[config.mk]
export PLATFORM = sky130hd
export DESIGN_NAME = aes_key_loader
export DESIGN_NICKNAME = d
export VERILOG_FILES = /design/src/rtl/aes_key_loader.sv
export SDC_FILE = /design/constraint.sdc
export NUM_CORES = 1
export LEC_CHECK = 0
export CAP_MARGIN = 10
export CORE_MARGIN = 3
export CORE_UTILIZATION = 40
export DETAILED_ROUTE_END_ITERATION = 8
export PLACE_DENSITY_LB_ADDON = 0.25
export RECOVER_POWER = 25
export SLEW_MARGIN = 20
export SYNTH_ARGS = -nofsm -noshare
export SYNTH_HDL_FRONTEND = slang
export SYNTH_SLANG_ARGS = --single-unit
[constraint.sdc]
create_clock -name clk_i -period 2.3 [get_ports clk_i]
set_input_delay 0.46 -clock clk_i [delete_from_list [all_inputs] [get_ports clk_i]]
set_output_delay 0.46 -clock clk_i [all_outputs]
set_load 0.01 [all_outputs]
[src/rtl/aes_key_loader.sv]
// aes_key_loader: resolves a peripheral key id through the PKT, reads the key
// words from ROM2 with pipelined requests, hands the key to the AES core over
// valid/ready and scrubs it once accepted.
module aes_key_loader #(
  parameter int unsigned KEY_WORDS   = 4,
  parameter int unsigned PKT_LAT     = 2,
  parameter int unsigned ROM_LAT     = 1,
  parameter int unsigned NUM_KEYS    = 6,
  parameter logic [31:0] INVALID_LOC = 32'hFFFF
) (
  input  logic                      clk_i,
  input  logic                      rst_i,
  input  logic                      req_i,
  input  logic [31:0]               key_id_i,
  output logic                      busy_o,
  output logic                      err_o,
  output logic [KEY_WORDS*32-1:0]   key_o,
  output logic                      key_valid_o,
  input  logic                      key_ready_i,
  output logic                      pkt_req_o,
  output logic [31:0]               pkt_index_o,
  input  logic [31:0]               pkt_loc_i,
  output logic                      rom_req_o,
  output logic [31:0]               rom_addr_o,
  input  logic [31:0]               rom_rdata_i
);

  localparam int unsigned KEY_W = KEY_WORDS * 32;
  localparam int unsigned CNT_W = $clog2(KEY_WORDS + 1);
  localparam int unsigned LAT_W = (PKT_LAT > 1) ? $clog2(PKT_LAT) : 1;

  localparam logic [2:0] S_IDLE     = 3'd0;
  localparam logic [2:0] S_PKT_WAIT = 3'd1;
  localparam logic [2:0] S_CHECK    = 3'd2;
  localparam logic [2:0] S_FETCH    = 3'd3;
  localparam logic [2:0] S_DELIVER  = 3'd4;
  localparam logic [2:0] S_ERROR    = 3'd5;

  logic [2:0]         r_state;
  logic [2:0]         w_next_state;
  logic [LAT_W-1:0]   r_wait_cnt;
  logic [31:0]        r_loc;
  logic [CNT_W-1:0]   r_req_cnt;
  logic [CNT_W-1:0]   r_cap_cnt;
  logic [ROM_LAT-1:0] r_rd_pipe;
  logic [KEY_W-1:0]   r_key;
  logic               r_key_valid;
  logic               r_busy;
  logic               r_err;
  logic               r_pkt_req;
  logic [31:0]        r_pkt_index;
  logic               r_rom_req;
  logic [31:0]        r_rom_addr;

  logic w_loc_bad;
  logic w_wait_done;
  logic w_capture;
  logic w_last_cap;
  logic w_handshake;

  assign w_loc_bad   = (r_loc == INVALID_LOC) || (r_loc >= 32'(NUM_KEYS));
  assign w_wait_done = (r_wait_cnt == LAT_W'(PKT_LAT - 1));
  assign w_capture   = r_rd_pipe[ROM_LAT-1] && (r_state == S_FETCH);
  assign w_last_cap  = w_capture && (r_cap_cnt == CNT_W'(KEY_WORDS - 1));
  assign w_handshake = (r_state == S_DELIVER) && r_key_valid && key_ready_i;

  // State register
  always_ff @(posedge clk_i) begin
    if (rst_i) r_state <= S_IDLE;
    else       r_state <= w_next_state;
  end

  // Next-state decode
  always_comb begin
    w_next_state = r_state;
    case (r_state)
      S_IDLE:     if (req_i)       w_next_state = S_PKT_WAIT;
      S_PKT_WAIT: if (w_wait_done) w_next_state = S_CHECK;
      S_CHECK:    w_next_state = w_loc_bad ? S_ERROR : S_FETCH;
      S_FETCH:    if (w_last_cap)  w_next_state = S_DELIVER;
      S_DELIVER:  if (w_handshake) w_next_state = S_IDLE;
      S_ERROR:    w_next_state = S_IDLE;
      default:    w_next_state = S_IDLE;
    endcase
  end

  // Status flags and PKT lookup interface
  always_ff @(posedge clk_i) begin
    if (rst_i) begin
      r_busy      <= 1'b0;
      r_err       <= 1'b0;
      r_key_valid <= 1'b0;
      r_pkt_req   <= 1'b0;
      r_pkt_index <= '1;
      r_wait_cnt  <= '0;
      r_loc       <= '0;
    end else begin
      r_busy      <= (w_next_state != S_IDLE);
      r_err       <= (w_next_state == S_ERROR);
      r_key_valid <= (w_next_state == S_DELIVER);
      r_pkt_req   <= (w_next_state == S_PKT_WAIT);
      if ((r_state == S_IDLE) && req_i) r_pkt_index <= key_id_i;
      else if (w_next_state == S_IDLE)  r_pkt_index <= '1;
      if (r_state == S_PKT_WAIT) r_wait_cnt <= r_wait_cnt + LAT_W'(1);
      else                       r_wait_cnt <= '0;
      if ((r_state == S_PKT_WAIT) && w_wait_done) r_loc <= pkt_loc_i;
    end
  end

  // ROM2 request issue and read-latency tracking
  always_ff @(posedge clk_i) begin
    if (rst_i) begin
      r_rom_req  <= 1'b0;
      r_rom_addr <= '0;
      r_req_cnt  <= '0;
      r_rd_pipe  <= '0;
    end else begin
      r_rd_pipe <= ROM_LAT'({r_rd_pipe, r_rom_req});
      if ((r_state == S_CHECK) && !w_loc_bad) begin
        r_rom_req  <= 1'b1;
        r_rom_addr <= r_loc * 32'(KEY_WORDS);
        r_req_cnt  <= CNT_W'(1);
      end else if ((r_state == S_FETCH) && (r_req_cnt < CNT_W'(KEY_WORDS))) begin
        r_rom_req  <= 1'b1;
        r_rom_addr <= r_rom_addr + 32'd1;
        r_req_cnt  <= r_req_cnt + CNT_W'(1);
      end else begin
        r_rom_req  <= 1'b0;
      end
    end
  end

  // Key assembly from returning read data; scrub after handshake
  always_ff @(posedge clk_i) begin
    if (rst_i) begin
      r_key     <= '0;
      r_cap_cnt <= '0;
    end else begin
      if (r_state == S_CHECK) r_cap_cnt <= '0;
      else if (w_capture)     r_cap_cnt <= r_cap_cnt + CNT_W'(1);
      if (w_handshake) begin
        r_key <= '0;
      end else if (w_capture) begin
        for (int i = 0; i < int'(KEY_WORDS); i++) begin
          if (r_cap_cnt == CNT_W'(i)) r_key[32*i +: 32] <= rom_rdata_i;
        end
      end
    end
  end

  assign busy_o      = r_busy;
  assign err_o       = r_err;
  assign key_o       = r_key;
  assign key_valid_o = r_key_valid;
  assign pkt_req_o   = r_pkt_req;
  assign pkt_index_o = r_pkt_index;
  assign rom_req_o   = r_rom_req;
  assign rom_addr_o  = r_rom_addr;

endmodule
After elaboration in Yosys (flattened, before gate mapping)
Cells that the tools add are included.
- $add $sub $neg: 4
- magnitude comparators: 2
- eq/ne operators: 11
- mux-type cells: 14
- bitwise operators: 1
- reduce and logical (&&, ||, !) cells: 24
- operator list (cell ; number):
    $mux W32 ; 4
    $add A32 B1 Y32 const B ; 1
    $eq A32 B16 Y1 const B ; 1
    $ge A32 B3 Y1 const B ; 1
    $mux W3 ; 5
    $pmux W3 S5 ; 1
    $eq A3 B2 Y1 const B ; 4
    $eq A3 B1 Y1 const B ; 3
    $eq A3 B3 Y1 const B ; 3
    $logic_not A3 Y1 ; 3
    $logic_and A1 B1 Y1 ; 8
    $reduce_and A2 Y1 ; 4
    $reduce_or A2 Y1 ; 4
    $add A3 B1 Y3 const B ; 2
    $mux W1 ; 4
    $reduce_bool A2 Y1 ; 2
    $lt A3 B3 Y1 const B ; 1
    $reduce_bool A3 Y1 ; 1
    $add A1 B1 Y1 const B ; 1
    $logic_not A1 Y1 ; 1
    $logic_or A1 B1 Y1 ; 1
    $not A1 Y1 ; 1
- flip-flop bits (word level): 240
- input port bits: 100

Depth between registers and ports, before layout
Gate-level depths: netlist of the first run.
- depth in word-level cells: 8
- gate-level depth with buffers: 8
- gate-level depth less buffers: 7

Least setup slack after synthesis of the first run
No wires, ideal clock.
- kind: reg-to-reg
- start: reg r_rom_addr[0], in the netlist rom_addr_o[0]
- end: reg r_rom_addr[16], in the netlist rom_addr_o[16]
- library setup time: 0.123 ns
- data arrival time: 1.697 ns
- required time: 2.177 ns
- path slack: 0.479 ns
- stages on the path, launching flop included: 7
- path buffers: 0
- cell sequence: dfxtp_1 ha_1 nand3_1 nor4_1 a31oi_1 a21oi_2 mux2i_1
- cells in the longest elaborated chain, start to end: 3
- RTL lines (element ; line ; RTL):
    from (decl) ; 53 ; logic [31:0] r_rom_addr;
    from (signal assigned) ; 121 ; r_rom_addr <= r_loc * 32'(KEY_WORDS);
    from (signal assigned) ; 125 ; r_rom_addr <= r_rom_addr + 32'd1;
    $add A32 B1 Y32 ; 125 ;
    $mux W32 ; 123 ; end else if ((r_state == S_FETCH) && (r_req_cnt < CNT_W'(KEY_WORDS))) begin
    $mux W32 ; 119 ; if ((r_state == S_CHECK) && !w_loc_bad) begin
No other way between the ends. The select of a mux whose other input is x is not followed.
A chain may end at the register's enable or synchronous reset.

Final worst setup path of the first run
- start: reg r_loc[5]
- end: reg r_rom_addr[17], in the netlist rom_addr_o[17]
- cells in the longest elaborated chain, start to end: 5
- elaborated cells on any way between the ends: 7
- classes of those cells: order compare: 1; eq/ne: 1; mux: 1; reduce/logical: 4
- RTL lines (element ; line ; RTL):
    from (decl) ; 42 ; logic [31:0] r_loc;
    from (signal assigned) ; 106 ; if ((r_state == S_PKT_WAIT) && w_wait_done) r_loc <= pkt_loc_i;
    $ge A32 B3 Y1 or $eq A32 B16 Y1 (tied branches) ; 61 ; assign w_loc_bad = (r_loc == INVALID_LOC) || (r_loc >= 32'(NUM_KEYS));
    $logic_or A1 B1 Y1 * ; 61 ;
    $logic_not A1 Y1 * ; 119 ;
    $logic_and A1 B1 Y1 * ; 119 ;
    $mux W32 or $reduce_bool A2 Y1 (tied branches) ; n/a ;
Mark *: on every way between the ends. The rest lies on a longest branch, timed or not.

==> results.txt, run 1 <==
net count after synthesis: 1,192
mean routed wirelength per cell: 16.2 um
die height: 157 um
total of endpoints with negative setup slack in the final report: 0
net count of the finished layout: 1,476
sequential fraction of the synthesis area: 0.529
area enclosed by the die boundary: 24,500 sq um
share of cells above drive strength 1: 0.0655
Final Skew: 7.77 ps
setup repair after global routing missed its margin: false
multiplexer share of the synthesized area: 0.00551
highest clock rate: 0.472 GHz
Max Cap Violations: 0
static leakage: 4.51 nW
Final HPWL DP: 18.7 mm
CTS tree: built
commonest register cell after synthesis: dfxtp_1
final worst path period need: 2120 ps
gp weighted congestion: 0.825
Worst Tran Pin Value: 820 ps
Syn Area/Cell: 8.37 sq um
met1 usage in global routing: 0.277
Clock Tree Buf Depth: 3
post-route standard cell area excluding fillers: 13,300 sq um
dominant combinational cell family by area after synthesis: simple AND/OR/NAND/NOR gates
Crit Path Category: flip-flop to flip-flop
antenna violations before repair: 1
smallest setup slack after layout: 181 ps
number of top-level design ports: 297
final sum of negative setup slack: 0 ps
number of enable-type register cells in the synthesized netlist: 0
complex-gate fraction of the synthesized area: 0.174
vias in the first global route: 7,952
worst slack after detailed placement: 294 ps
post-cts resize count: 0
routed via count divided by cell count: 5.19
worst slack on hold paths: 373 ps
total iterations of the first detailed-routing run: 5
worst-skew pair later-pin latency: 510 ps
final hold violations: 0
Core Region: 22,000 sq um
Critical Path Source Type: flip-flop
number of distinct standard cells referenced by the synthesized netlist: 56
growth of design area from synthesis to finish: 46.8%
total CTS buffers: 26
area leader, netlist: dfxtp_1
busiest layer in global routing: met2
Max transition margin: 0.453
endpoint class of the critical path: flip-flop
Synth Area in XOR/XNOR: 0.00193
Max IR drop VDD: 0.526 mV
fillcell total: 1,965
crit path DAT: 2490 ps
fraction of registers with async set/reset: 0
CP Max Fanout: 12
standard cell area after detailed placement: 12,400 sq um
Reg clk slew, reported paths: 60 ps
total routed wirelength: 27.1 mm
outcome: complete, no violations
global-route wire length before repair: 42.2 mm
count of cells along the worst hold path: 3
Synth area leaders: dfxtp_1 53%, nand2_1 15%, a21oi_1 10%
area share of the largest cell type after synthesis: 0.529
final slew viol count: 0
initial cell density of the core: 0.412
min-delay worst type: primary input to flip-flop
number of H-tree branching levels: 1
remaining antenna violation count: 0
Port Buffers: 296
power per cell area: 697 nW/um^2
clock sink total: 240
row count: 54
Reg2Reg Depth: 5
Synth Area in Simple Gates: 0.235
Gate Count Post-Synth: 1,085
number of buffers inserted by hold repair at cts: 0
die outline width: 157 um
Yosys warning total: 0
count of state elements after synthesis: 240
Synth Cell Area: 9080 sq um
global route overflow: 0
DRT iter0 DRCs: 427
met2 Resource Use GR: 0.348
Worst Path Required: 2670 ps
adder and majority gate portion of the synthesized area: 0.00965
remaining routing DRC violations: 0
final period utilization: 0.921
Root Buffer Master: clkbuf_16
global router's overall resource usage: 0.208
number of inserted diodes: 0
met3 usage: 0.0467
maximum number of pins on one net before global-route repair: 44
number of buffers inserted to repair setup after CTS: 0
routed vias: 8,666
metal layers:
metal	share of wire	vias up
met4	0.017	2
met1	0.44	4035
met2	0.47	328
met3	0.075	32
li1	-	4269
met5	0.00048	-
flip-flops by register name, indices dropped and copies added (netlist names), 3 cells and up:
name and flops:
key_o 128, pkt_index_o 32, r_loc 32, rom_addr_o 32, r_cap_cnt 3, r_req_cnt 3
r_state 3
cell families after synthesis:
group	after synthesis
mux	5
flops	240
fa+ha+maj	7
compound gates	265
xor+xnor	2
buf+inv	84
simple gates	482
cell usage in the layout (no fill, tap or decap), drive strengths merged, types with 10 or more instances in the layout:
master         netlist  layout
buf                 34      29
o22a                32      32
dfxtp              240     240
inv                 11      11
a31oi               10      10
clkbuf              39      43
and3                10      10
nor3                14      14
clkdlybuf4s50        0     295
nand3               28      28
nand2              355     355
a21oi              182     182
nor2                21      21
cells in the mapped netlist, types with 10 or more instances:
| master | count |
|---|---|
| a21oi_1 | 181 |
| buf_2 | 16 |
| dfxtp_1 | 240 |
| nor3_1 | 10 |
| nor2_1 | 20 |
| o22a_1 | 32 |
| a31oi_1 | 10 |
| nand2_1 | 354 |
| and3_1 | 10 |
| clkbuf_1 | 39 |
| inv_1 | 11 |
| nand3_1 | 27 |
final cells by class:
class	instances	area [sq um]	area share
repair buffers	329	3280	0.246
clock inverters	10	159	0.0119
inverters	11	41.3	0.00310
flip-flops and latches	240	4800	0.361
multi-input cells	761	3900	0.293
clock buffers	38	787	0.0591
well taps	280	350	0.0263
worst paths after layout:
kind / startpoint / end / slack [ps]
setup reg to reg: r_loc[5] / rom_addr_o[17] / 180
setup / recovery: r_loc[5] / rom_addr_o[17] / 180
hold reg to reg: key_o[95] / key_o[95] / 450
hold / removal: rst_i / rom_addr_o[20] / 370
power by group:
group / switching, W / internal (W) / total, W
clock network: 0.00167 / 0.00282 / 0.00449
registers: 0.0000351 / 0.00421 / 0.00425
logic: 0.000256 / 0.000302 / 0.000558
through the flow:
step | power [W] | util | cells
after CTS | 0.00940 | 0.606 | 1669
after floorplan | 0.00455 | - | 1085
after detailed placement | 0.00491 | 0.563 | 1621
final | 0.00929 | 0.605 | 1669
after global routing | 0.00961 | 0.605 | 1669
after global placement | 0.00490 | 0.563 | 1621
worst max-delay path, cell delays in order, from the launching register on:
cell	delay [ps]
dfxtp_1	310
nor4_1	410
nand4_2	220
or3_1	620
nand2_2	300
a221oi_1	130
Power figures use the tool's default switching activity.
==> inputs of run 2 (changes only) <==
--- a/config.mk
+++ b/config.mk
@@ -6,6 +6,7 @@
 export NUM_CORES = 1
 export LEC_CHECK = 0
 export CAP_MARGIN = 10
+export CORE_ASPECT_RATIO = 0.9
 export CORE_MARGIN = 3
 export CORE_UTILIZATION = 40
 export DETAILED_ROUTE_END_ITERATION = 8
==> run 2 against run 1 <==
First-iteration DRC count up 56%. Register-to-register slack about the same. Fmax down 0.46%. Worst hold slack worse by 100 ps. Wire length up 1.3%. Total power down 7.1%. Largest cell class unchanged. Highest routed layer is now met4.
==> results.txt, run 2 (same netlist as run 1, synthesis figures left out) <==
outcome: complete, no violations
Max IR drop VDD: 0.520 mV (-1.1%)
worst-skew pair later-pin latency: 510 ps (about the same)
Root Buffer Master: clkbuf_16
static leakage: 4.57 nW (+1.4%)
number of buffers inserted by hold repair at cts: 0 (unchanged)
die height: 149 um (-4.9%)
number of top-level design ports: 297 (unchanged)
highest clock rate: 0.470 GHz (-0.46%)
endpoint of the most critical setup path: rom_addr_o[28]
total iterations of the first detailed-routing run: 4 (-1)
total routed wirelength: 27.4 mm (+1.3%)
Worst Tran Pin Value: 659 ps (-161 ps)
Worst Path Required: 2690 ps (+20 ps)
mean routed wirelength per cell: 16.3 um (+0.53%)
global route overflow: 0 (unchanged)
post-cts resize count: 0 (unchanged)
total power draw: 0.00863 W (-7.1%)
max reg flops: 128 (unchanged)
Critical Path Source Type: flip-flop
final worst path period need: 2130 ps (+9.88 ps)
global router's overall resource usage: 0.214 (+0.00626)
Max transition margin: 0.560 (+0.107)
Reg clk slew, reported paths: 60 ps (about the same)
area enclosed by the die boundary: 24,500 sq um (about the same)
Final HPWL DP: 19.3 mm (+3.0%)
Reg2Reg Depth: 6 (+1)
number of H-tree branching levels: 1 (unchanged)
endpoint of the lowest-slack register-to-register path: rom_addr_o[28]
gp weighted congestion: 0.860 (+4.3%)
final period utilization: 0.926 (+0.00430)
initial cell density of the core: 0.413 (+0.00141)
antenna violations before repair: 0 (-1)
leading cell types in the layout, fill and taps excluded: 354 x nand2_1, 266 x clkdlybuf4s50_1, 240 x dfxtp_1
power per cell area: 652 nW/um^2 (-6.5%)
most frequent standard cell in the layout excluding fill and tap cells: nand2_1
endpoint class of the critical path: flip-flop
crit path DAT: 2520 ps (+30 ps)
growth of design area from synthesis to finish: 45.7%
total of endpoints with negative setup slack in the final report: 0 (unchanged)
maximum number of pins on one net before global-route repair: 59 (+34%)
net count of the finished layout: 1,482 (+0.41%)
Crit Path Category: flip-flop to flip-flop
number of inserted diodes: 0 (unchanged)
Max Cap Violations: 0 (unchanged)
Reg-to-Reg Start: r_loc[23]
row count: 51 (-5.6%)
worst setup path start: r_loc[23]
routed via count divided by cell count: 5.18 (-0.27%)
Clock Tree Buf Depth: 3 (unchanged)
remaining routing DRC violations: 0 (unchanged)
die outline width: 165 um (+5.2%)
fin util: 0.603 (-0.00226)
remaining antenna violation count: 0 (unchanged)
final slew viol count: 0 (unchanged)
vias in the first global route: 8,501 (+6.9%)
Final Skew: 7.70 ps (-0.0699 ps)
setup repair after global routing missed its margin: false
final sum of negative setup slack: 0 ps (unchanged)
min-delay worst type: primary input to flip-flop
routed vias: 8,705 (+0.45%)
Port Buffers: 296 (unchanged)
share of cells above drive strength 1: 0.0655 (about the same)
Reg2Reg Setup Slack: 170 ps (about the same)
total CTS buffers: 25 (-3.8%)
CP Max Fanout: 7 (-5)
clock sink total: 240 (unchanged)
CTS tree: built
Core Region: 22,000 sq um (-0.34%)
global-route wire length before repair: 43.1 mm (+2.0%)
final hold violations: 0 (unchanged)
DRT iter0 DRCs: 664 (+56%)
number of buffers inserted to repair setup after CTS: 0 (unchanged)
## run 2: report_power, final
| part | total [W] | switching [W] | internal [W] | leakage (nW) |
|---|---|---|---|---|
| Combinational | 0.000558 | 0.000258 | 0.000300 | 2.24 |
| Clock | 0.00382 | 0.00159 | 0.00223 | 0.390 |
| Sequential | 0.00425 | 0.0000366 | 0.00421 | 1.94 |
## run 2: worst min-delay path by stage
stage | cells after the start | start | endpoint | slack [ps]
detailed placement | 2 | key_o[41] | key_o[41] | 440
CTS | 2 | rst_i | r_rd_pipe | 250
finish | 2 | rst_i | r_rd_pipe | 270
floorplan | 2 | r_loc[0] | rom_addr_o[2] | 430
global placement | 2 | key_o[116] | key_o[116] | 440
global route | 2 | rst_i | r_rd_pipe | 260
## run 2: layer usage
metal / vias to the layer above / global-route usage / routed length, um
met4: 0 / 0.0742 / 989
met2: 338 / 0.353 / 12400
met1: 4021 / 0.268 / 11400
li1: 4285 / - / -
met3: 61 / 0.0627 / 2620
met5: - / 0 / 0
## run 2: layout make-up
| class | instances | area, sq um |
|---|---|---|
| clock inverters | 5 | 25.0 |
| well taps | 291 | 364 |
| fillers | 1977 | 8720 |
| clock buffers | 37 | 751 |
| flip-flops and latches | 240 | 4800 |
| multi-input cells | 761 | 3900 |
| inverters | 11 | 41.3 |
| repair buffers | 336 | 3340 |
## run 2: stage by stage
stage	cells	instance area (sq um)	hold slack (ps)	setup slack [ps]
floorplan	1085	9080	432	479
CTS	1681	13300	254	215
global placement	1639	12500	441	243
detailed placement	1639	12500	444	214
finish	1681	13200	273	171
global route	1681	13200	263	61.2
## run 2: critical path, cell delays in order (launching register included)
cell and delay, ps:
dfxtp_1 310, nor4_1 370, nand4_1 190, clkbuf_1 150
nor3_1 380, nor3_2 210, a221o_1 390
